$ cat config.mk
export PLATFORM = sky130hd
export DESIGN_NAME = door_lock_ctrl_flat
export DESIGN_NICKNAME = d
export VERILOG_FILES = /design/src/rtl/door_lock_pkg.sv /design/src/rtl/door_lock_ctrl_if.sv /design/src/rtl/door_lock_debounce.sv /design/src/rtl/door_lock_ctrl.sv /design/src/flat_wrapper.sv
export SDC_FILE = /design/constraint.sdc
export NUM_CORES = 1
export LEC_CHECK = 0
export ABC_AREA = 1
export ABC_CLOCK_PERIOD_IN_PS = 2400
export CAP_MARGIN = 20
export CORE_MARGIN = 2
export CORE_UTILIZATION = 55
export DETAILED_ROUTE_END_ITERATION = 12
export DONT_BUFFER_PORTS = 1
export GPL_ROUTABILITY_DRIVEN = 0
export PLACE_DENSITY = 0.7
export SLEW_MARGIN = 5
export SYNTH_ARGS = -nofsm -noshare
export SYNTH_HDL_FRONTEND = slang
export SYNTH_SLANG_ARGS = --single-unit
$ cat constraint.sdc
create_clock -name CLK -period 2.4 [get_ports CLK]
set_input_delay 0.72 -clock CLK [delete_from_list [all_inputs] [get_ports CLK]]
set_output_delay 0.72 -clock CLK [all_outputs]
set_load 0.02 [all_outputs]
$ cat src/rtl/door_lock_pkg.sv
// ----------------------------------------------------------------------------
// door_lock_pkg
// Shared definitions for the motorised door-lock controller.
//   - S_* : state encoding constants used by the controller FSM register
//   - state_e : enum view of the same encoding (handy in waveforms/debug)
//   - is_moving() : true for the two motor-driving states
// ----------------------------------------------------------------------------
package door_lock_pkg;

    localparam logic [2:0] S_INIT      = 3'd0;
    localparam logic [2:0] S_LOCKED    = 3'd1;
    localparam logic [2:0] S_UNLOCKING = 3'd2;
    localparam logic [2:0] S_UNLOCKED  = 3'd3;
    localparam logic [2:0] S_LOCKING   = 3'd4;
    localparam logic [2:0] S_FAULT     = 3'd5;

    typedef enum logic [2:0] {
        STATE_INIT      = S_INIT,
        STATE_LOCKED    = S_LOCKED,
        STATE_UNLOCKING = S_UNLOCKING,
        STATE_UNLOCKED  = S_UNLOCKED,
        STATE_LOCKING   = S_LOCKING,
        STATE_FAULT     = S_FAULT
    } state_e;

    function automatic logic is_moving(input logic [2:0] st);
        return (st == S_LOCKING) || (st == S_UNLOCKING);
    endfunction

endpackage

$ cat src/rtl/door_lock_ctrl_if.sv
// ----------------------------------------------------------------------------
// door_lock_ctrl_if
// Groups the front-panel / end-stop inputs and motor / status outputs of the
// door-lock controller.
//   master : the surrounding board (drives PRESS and end-stops, observes outputs)
//   slave  : the controller itself
// Signals:
//   PRESS        user button, synchronised level
//   LIM_LOCKED   end-stop, bolt fully locked
//   LIM_UNLOCKED end-stop, bolt fully retracted
//   M_CW / M_ACW motor drive towards locked / unlocked
//   LOCKED, BUSY, FAULT status
// ----------------------------------------------------------------------------
interface door_lock_ctrl_if;
    logic PRESS;
    logic LIM_LOCKED;
    logic LIM_UNLOCKED;
    logic M_CW;
    logic M_ACW;
    logic LOCKED;
    logic BUSY;
    logic FAULT;

    modport master (
        output PRESS, LIM_LOCKED, LIM_UNLOCKED,
        input  M_CW, M_ACW, LOCKED, BUSY, FAULT
    );

    modport slave (
        input  PRESS, LIM_LOCKED, LIM_UNLOCKED,
        output M_CW, M_ACW, LOCKED, BUSY, FAULT
    );
endinterface

$ cat src/rtl/door_lock_debounce.sv
// ----------------------------------------------------------------------------
// door_lock_debounce
// Turns a level button input into a single-cycle registered press event once
// DEBOUNCE_CYCLES consecutive high samples have been seen. A low sample
// restarts the run; holding the button produces exactly one event.
// Ports:
//   CLK        clock
//   RST        synchronous active-high reset (clears the run count)
//   PRESS      synchronised button level
//   press_evt  one-cycle pulse, registered
// ----------------------------------------------------------------------------
module door_lock_debounce #(
    parameter int DEBOUNCE_CYCLES = 3,
    parameter int CNT_W           = 16
) (
    input  logic CLK,
    input  logic RST,
    input  logic PRESS,
    output logic press_evt
);
    import door_lock_pkg::*;

    localparam logic [CNT_W-1:0] RUN_FULL = CNT_W'(DEBOUNCE_CYCLES);
    localparam logic [CNT_W-1:0] RUN_LAST = CNT_W'(DEBOUNCE_CYCLES - 1);

    logic [CNT_W-1:0] run_q, run_d;
    logic             evt_q, evt_d;

    // The run counter saturates at DEBOUNCE_CYCLES so a held button cannot
    // re-trigger; the event fires on the sample that completes the run.
    always_comb begin
        run_d = run_q;
        evt_d = 1'b0;
        if (!PRESS) begin
            run_d = '0;
        end else if (run_q != RUN_FULL) begin
            run_d = run_q + CNT_W'(1);
            evt_d = (run_q == RUN_LAST);
        end
    end

    always_ff @(posedge CLK) begin
        if (RST) begin
            run_q <= '0;
            evt_q <= 1'b0;
        end else begin
            run_q <= run_d;
            evt_q <= evt_d;
        end
    end

    assign press_evt = evt_q;

endmodule

$ cat src/rtl/door_lock_ctrl.sv
// ----------------------------------------------------------------------------
// door_lock_ctrl
// Motorised door-lock controller: debounced button, limit-switch terminated
// motor moves with a timeout, fault state and fail-secure start-up (an
// unknown bolt position at start-up is driven towards locked).
// Optional feature macro: DOOR_LOCK_AUTO_RELOCK_EN -- when defined, the door
// relocks by itself after RELOCK_CYCLES cycles in UNLOCKED.
// Ports:
//   CLK  clock
//   RST  synchronous active-high reset
//   bus  door_lock_ctrl_if.slave: PRESS, LIM_LOCKED, LIM_UNLOCKED in;
//        M_CW, M_ACW, LOCKED, BUSY, FAULT out (Moore, from state only)
// ----------------------------------------------------------------------------
module door_lock_ctrl
    import door_lock_pkg::*;
#(
    parameter int DEBOUNCE_CYCLES = 3,
    parameter int MOTOR_TIMEOUT   = 1000,
    parameter int RELOCK_CYCLES   = 10000,
    parameter int CNT_W           = 16
) (
    input  logic             CLK,
    input  logic             RST,
    door_lock_ctrl_if.slave  bus
);

    localparam longint CNT_LIMIT = longint'(1) << CNT_W;

    // Elaboration-time parameter sanity checks.
    if (DEBOUNCE_CYCLES < 1 || longint'(DEBOUNCE_CYCLES) >= CNT_LIMIT) begin : g_bad_debounce
        $error("door_lock_ctrl: DEBOUNCE_CYCLES out of range");
    end
    if (MOTOR_TIMEOUT < 2 || longint'(MOTOR_TIMEOUT) >= CNT_LIMIT) begin : g_bad_timeout
        $error("door_lock_ctrl: MOTOR_TIMEOUT out of range");
    end
    if (RELOCK_CYCLES < 1 || longint'(RELOCK_CYCLES) >= CNT_LIMIT) begin : g_bad_relock
        $error("door_lock_ctrl: RELOCK_CYCLES out of range");
    end

    localparam logic [CNT_W-1:0] TMO_LAST = CNT_W'(MOTOR_TIMEOUT - 1);

    logic             press_evt;
    logic [2:0]       state_q, state_d;
    logic [CNT_W-1:0] timer_q, timer_d;
    logic             lim_both;

    door_lock_debounce #(
        .DEBOUNCE_CYCLES (DEBOUNCE_CYCLES),
        .CNT_W           (CNT_W)
    ) u_debounce (
        .CLK       (CLK),
        .RST       (RST),
        .PRESS     (bus.PRESS),
        .press_evt (press_evt)
    );

    assign lim_both = bus.LIM_LOCKED && bus.LIM_UNLOCKED;

`ifdef DOOR_LOCK_AUTO_RELOCK_EN
    localparam logic [CNT_W-1:0] RELOCK_LAST = CNT_W'(RELOCK_CYCLES - 1);
    logic [CNT_W-1:0] relock_q, relock_d;
    logic             relock_due;
    assign relock_due = (relock_q == RELOCK_LAST);
`else
    logic relock_due;
    assign relock_due = 1'b0;
`endif

    // Next-state logic. press_evt is only looked at in the resting states, so
    // a press coinciding with a limit/timeout in a moving state is dropped.
    always_comb begin
        state_d = state_q;
        case (state_q)
            S_INIT:      state_d = bus.LIM_LOCKED ? S_LOCKED : S_LOCKING;
            S_LOCKED:    if (press_evt) state_d = S_UNLOCKING;
            S_UNLOCKED:  if (press_evt || relock_due) state_d = S_LOCKING;
            S_UNLOCKING: begin
                if (bus.LIM_UNLOCKED)        state_d = S_UNLOCKED;
                else if (timer_q == TMO_LAST) state_d = S_FAULT;
            end
            S_LOCKING: begin
                if (bus.LIM_LOCKED)          state_d = S_LOCKED;
                else if (timer_q == TMO_LAST) state_d = S_FAULT;
            end
            S_FAULT:     if (press_evt) state_d = S_LOCKING;
            default:     state_d = S_INIT;
        endcase
        // Contradictory end-stops override everything outside INIT/FAULT.
        if (lim_both && state_q != S_INIT && state_q != S_FAULT) begin
            state_d = S_FAULT;
        end
    end

    // Motor timer: zero on the first cycle of a move, counts while staying.
    always_comb begin
        timer_d = '0;
        if (is_moving(state_q) && state_d == state_q) begin
            timer_d = timer_q + CNT_W'(1);
        end
    end

`ifdef DOOR_LOCK_AUTO_RELOCK_EN
    always_comb begin
        relock_d = '0;
        if (state_q == S_UNLOCKED && state_d == S_UNLOCKED) begin
            relock_d = relock_q + CNT_W'(1);
        end
    end

    always_ff @(posedge CLK) begin
        if (RST) relock_q <= '0;
        else     relock_q <= relock_d;
    end
`endif

    always_ff @(posedge CLK) begin
        if (RST) begin
            state_q <= S_INIT;
            timer_q <= '0;
        end else begin
            state_q <= state_d;
            timer_q <= timer_d;
        end
    end

    assign bus.M_CW   = (state_q == S_LOCKING);
    assign bus.M_ACW  = (state_q == S_UNLOCKING);
    assign bus.BUSY   = is_moving(state_q);
    assign bus.LOCKED = (state_q == S_LOCKED);
    assign bus.FAULT  = (state_q == S_FAULT);

endmodule

$ cat src/flat_wrapper.sv
// flat-port wrapper written by rule: the top's interface ports become plain ports
module door_lock_ctrl_flat import door_lock_pkg::*;
#(
    parameter int DEBOUNCE_CYCLES = 3,
    parameter int MOTOR_TIMEOUT   = 1000,
    parameter int RELOCK_CYCLES   = 10000,
    parameter int CNT_W           = 16
)
  (CLK, RST, bus_PRESS, bus_LIM_LOCKED, bus_LIM_UNLOCKED, bus_M_CW, bus_M_ACW, bus_LOCKED, bus_BUSY, bus_FAULT);
  door_lock_ctrl_if bus_i ();
  input  logic CLK;
  input  logic RST;
  input wire logic [$bits(bus_i.PRESS)-1:0] bus_PRESS;
  input wire logic [$bits(bus_i.LIM_LOCKED)-1:0] bus_LIM_LOCKED;
  input wire logic [$bits(bus_i.LIM_UNLOCKED)-1:0] bus_LIM_UNLOCKED;
  output wire logic [$bits(bus_i.M_CW)-1:0] bus_M_CW;
  output wire logic [$bits(bus_i.M_ACW)-1:0] bus_M_ACW;
  output wire logic [$bits(bus_i.LOCKED)-1:0] bus_LOCKED;
  output wire logic [$bits(bus_i.BUSY)-1:0] bus_BUSY;
  output wire logic [$bits(bus_i.FAULT)-1:0] bus_FAULT;
  assign bus_i.PRESS = bus_PRESS;
  assign bus_i.LIM_LOCKED = bus_LIM_LOCKED;
  assign bus_i.LIM_UNLOCKED = bus_LIM_UNLOCKED;
  assign bus_M_CW = bus_i.M_CW;
  assign bus_M_ACW = bus_i.M_ACW;
  assign bus_LOCKED = bus_i.LOCKED;
  assign bus_BUSY = bus_i.BUSY;
  assign bus_FAULT = bus_i.FAULT;
  door_lock_ctrl #(.DEBOUNCE_CYCLES(DEBOUNCE_CYCLES), .MOTOR_TIMEOUT(MOTOR_TIMEOUT), .RELOCK_CYCLES(RELOCK_CYCLES), .CNT_W(CNT_W)) u_core (.CLK(CLK), .RST(RST), .bus(bus_i));
endmodule
==> results.md <==
- Status: finished clean
- Unique masters post-synth: 23
- DRT antenna net count: 0
- Die Height: 62.32 um
- Combinational family with the most area after synthesis: simple AND/OR/NAND/NOR gates
- Grt total ovfl: 0
- Setup WS pre-CTS: 0.5005 ns
- H-tree depth: 2
- Setup-failing EPs final: 0
- I/O Buffers: 0
- Pwr Total: 1105 uW
- Leakage: 0.0007677 uW
- Initial DRC count: 118
- Initial antenna violation count: 0
- Post-CTS sizing: 0
- Fraction of layout cells with a size suffix above 1: 0.1087
- Critical Path Slowest Stage Cell: dfxtp_1
- Root Driver: clkbuf_4
- Global-route wire length before repair: 6313 um
- Layout net count: 283
- Worst vdd ir: 0.2773 mV
- Vias: 1616
- Area delta synth->final: 7.358%
- CTS tree: yes
- Hold Fails Final Rpt: 0
- Post-DP HPWL: 2505 um
- Diode count: 0
- Slew margin rel.: 0.6614
- CP Max Fanout: 6
- RSZ-0062 raised after global routing: no
- Hold buffers post-CTS: 0
- Detailed Route WL: 3274 um
- Number of synthesized register bits: 36
- Vias in the first global route: 1496
- Most used cell along the critical path: nor2_1
- Core footprint: 3311 um2
- Most common cell after layout, fill and taps aside: inv_1
- Adder-Cell Fraction of Synth Area: 0.02007
- Reg clk slew, reported paths: 0.11 ns
- Worst hold path type: input pin to register
- Met1 GRT Util: 0.2540
- Mux share of post-synthesis cell area: 0
- Final Skew: 0.01147 ns
- Reg2reg start: u_core.timer_q[0]
- Cell Area, Synth: 1871 um2
- Final worst slack: 0.3269 ns
- Hold path startpoint: RST
- Largest stage delay, worst path: 0.38 ns
- # rows: 21
- WP data required: 1.68 ns
- Syn Inst Count: 268
- Routed length per instance: 10.17 um
- Cts bufs inserted: 5
- Final clock period utilization by the worst path: 0.8638
- Arrival @ worst endpoint: 1.35 ns
- Clk_lat worst skew: 0.34 ns
- Leading cell types in the layout, fill and taps excluded: 45 x inv_1, 41 x nand2_1, 36 x dfxtp_1
- Crit. End Element: primary output
- Hold WS: 0.4331 ns
- Chip width: 62.32 um
- Worst-margin pin slew: 0.5041 ns
- Finished Layout Cells: 322
- Placed insts: 314
- Die ar.: 3883 um2
- Syn_area_per_cell: 6.980 um2
- Crit Path Class: register to primary output
- GRT Total Usage: 0.2016
- Fmax: 0.4824 GHz
- Gr busiest metal: met2
- Max-cap viol count: 0
- PD cells: 550.5 nW/um2
- Vias per Instance: 5.019
- Compound-Gate Fraction of Synth Area: 0.09565
- Fin Setup TNS: 0 ns
- Total number of yosys warnings: 0
- Io pins: 10
- Simple-gate area share of the yosys netlist: 0.3271
- DRT Pass-1 Iters: 4
- Fill cell count: 334
- Post-synthesis xor/xnor area fraction: 0.06555
- CP cell instances: nor2_1 > inv_1 > nor2_1
- Global Route met3 Usage: 0.05072
- Pin count of the biggest net entering global routing: 17
- Seq/Total Area, Yosys: 0.3853
- Min cycle time layout: 2.073 ns
- DRC: 0
- Met2 Use GR: 0.3302
- Setup crit start: u_core.state_q[1]
- Starting Density: 0.5650
- Startpoint Class: register
- Slew Viols, Final: 0
- # clock sinks: 36
- Clock Path Buffers: 2
- Mapped Nets: 276
- Post-CTS Setup Bufs: 0
==> per-stage QoR <==
step,util,area (um2)
finish,0.6066,2008
global route,0.6066,2008
CTS,0.6066,2008
detailed placement,0.5824,1928
global placement,0.5824,1928
floorplan,-,1871
==> cells in the mapped netlist (all sizes together) <==
| master | n | share of area |
|---|---|---|
| a211oi | 1 | 0.0040 |
| a21oi | 17 | 0.047 |
| and2 | 1 | 0.0033 |
| buf | 1 | 0.0060 |
| clkbuf | 1 | 0.0020 |
| dfxtp | 36 | 0.39 |
| ha | 3 | 0.020 |
| inv | 49 | 0.098 |
| nand2 | 42 | 0.086 |
| nand3 | 21 | 0.063 |
| nand4 | 11 | 0.037 |
| nor2 | 43 | 0.10 |
| nor3 | 11 | 0.029 |
| nor4 | 1 | 0.0067 |
| o211ai | 1 | 0.0040 |
| o21ai | 15 | 0.040 |
| xnor2 | 2 | 0.0094 |
| xor2 | 12 | 0.056 |
==> worst max-delay path, delay by kind of cell, from the launching register on <==
family                 cells  cell delay (ns)
buffers and inverters      1             0.09
and+or+nand+nor            2             0.54
DFF                        1             0.38
==> registers in the layout, indices dropped and copies added, names as in the netlist <==
register / cells
u_core.timer_q: 16
u_core.state_q: 3
u_core.u_debounce.press_evt: 1
u_core.u_debounce.run_q: 16
==> report_power, final <==
group / switching, uW / internal (uW) / total, uW
Combinational: 50.8 / 22.9 / 73.7
Clock: 204 / 217 / 421
Sequential: 7.24 / 603 / 611
==> cells by family (layout without fill, tap and decap cells) <==
group | after synthesis | in the layout
and+or+nand+nor | 130 | 130
buffers and inverters | 51 | 59
DFF | 36 | 36
AOI/OAI and AO/OA | 34 | 34
xor gates and xnor gates | 14 | 14
adders and majority gates | 3 | 3
==> final cells by class <==
cell class                 count  area [um2]  area share
multi-input combinational    181       950.9      0.4735
clock inverter                 3       42.54     0.02118
timing repair buffer           2       15.01    0.007477
sequential                    36       720.7      0.3589
tap                           46       57.56     0.02866
inverter                      49       183.9     0.09159
clock buffer                   5       37.54     0.01869
==> metal layers <==
metal  wire [um]  share of wire
met1        1664           0.51
met2        1434           0.44
met3         115          0.035
met4          60          0.018
met5           0              0
==> final timing paths <==
| kind | slack, ns | cells past startpoint | end |
|---|---|---|---|
| worst max-delay path | 0.33 | 3 | bus_M_CW |
| worst min-delay path | 0.43 | 1 | u_core.state_q[1] |
| worst max register to register | 0.57 | 13 | u_core.timer_q[2] |
| worst min register to register | 0.46 | 1 | u_core.u_debounce.run_q[14] |
Note: power is estimated with default switching activity, not from simulation.
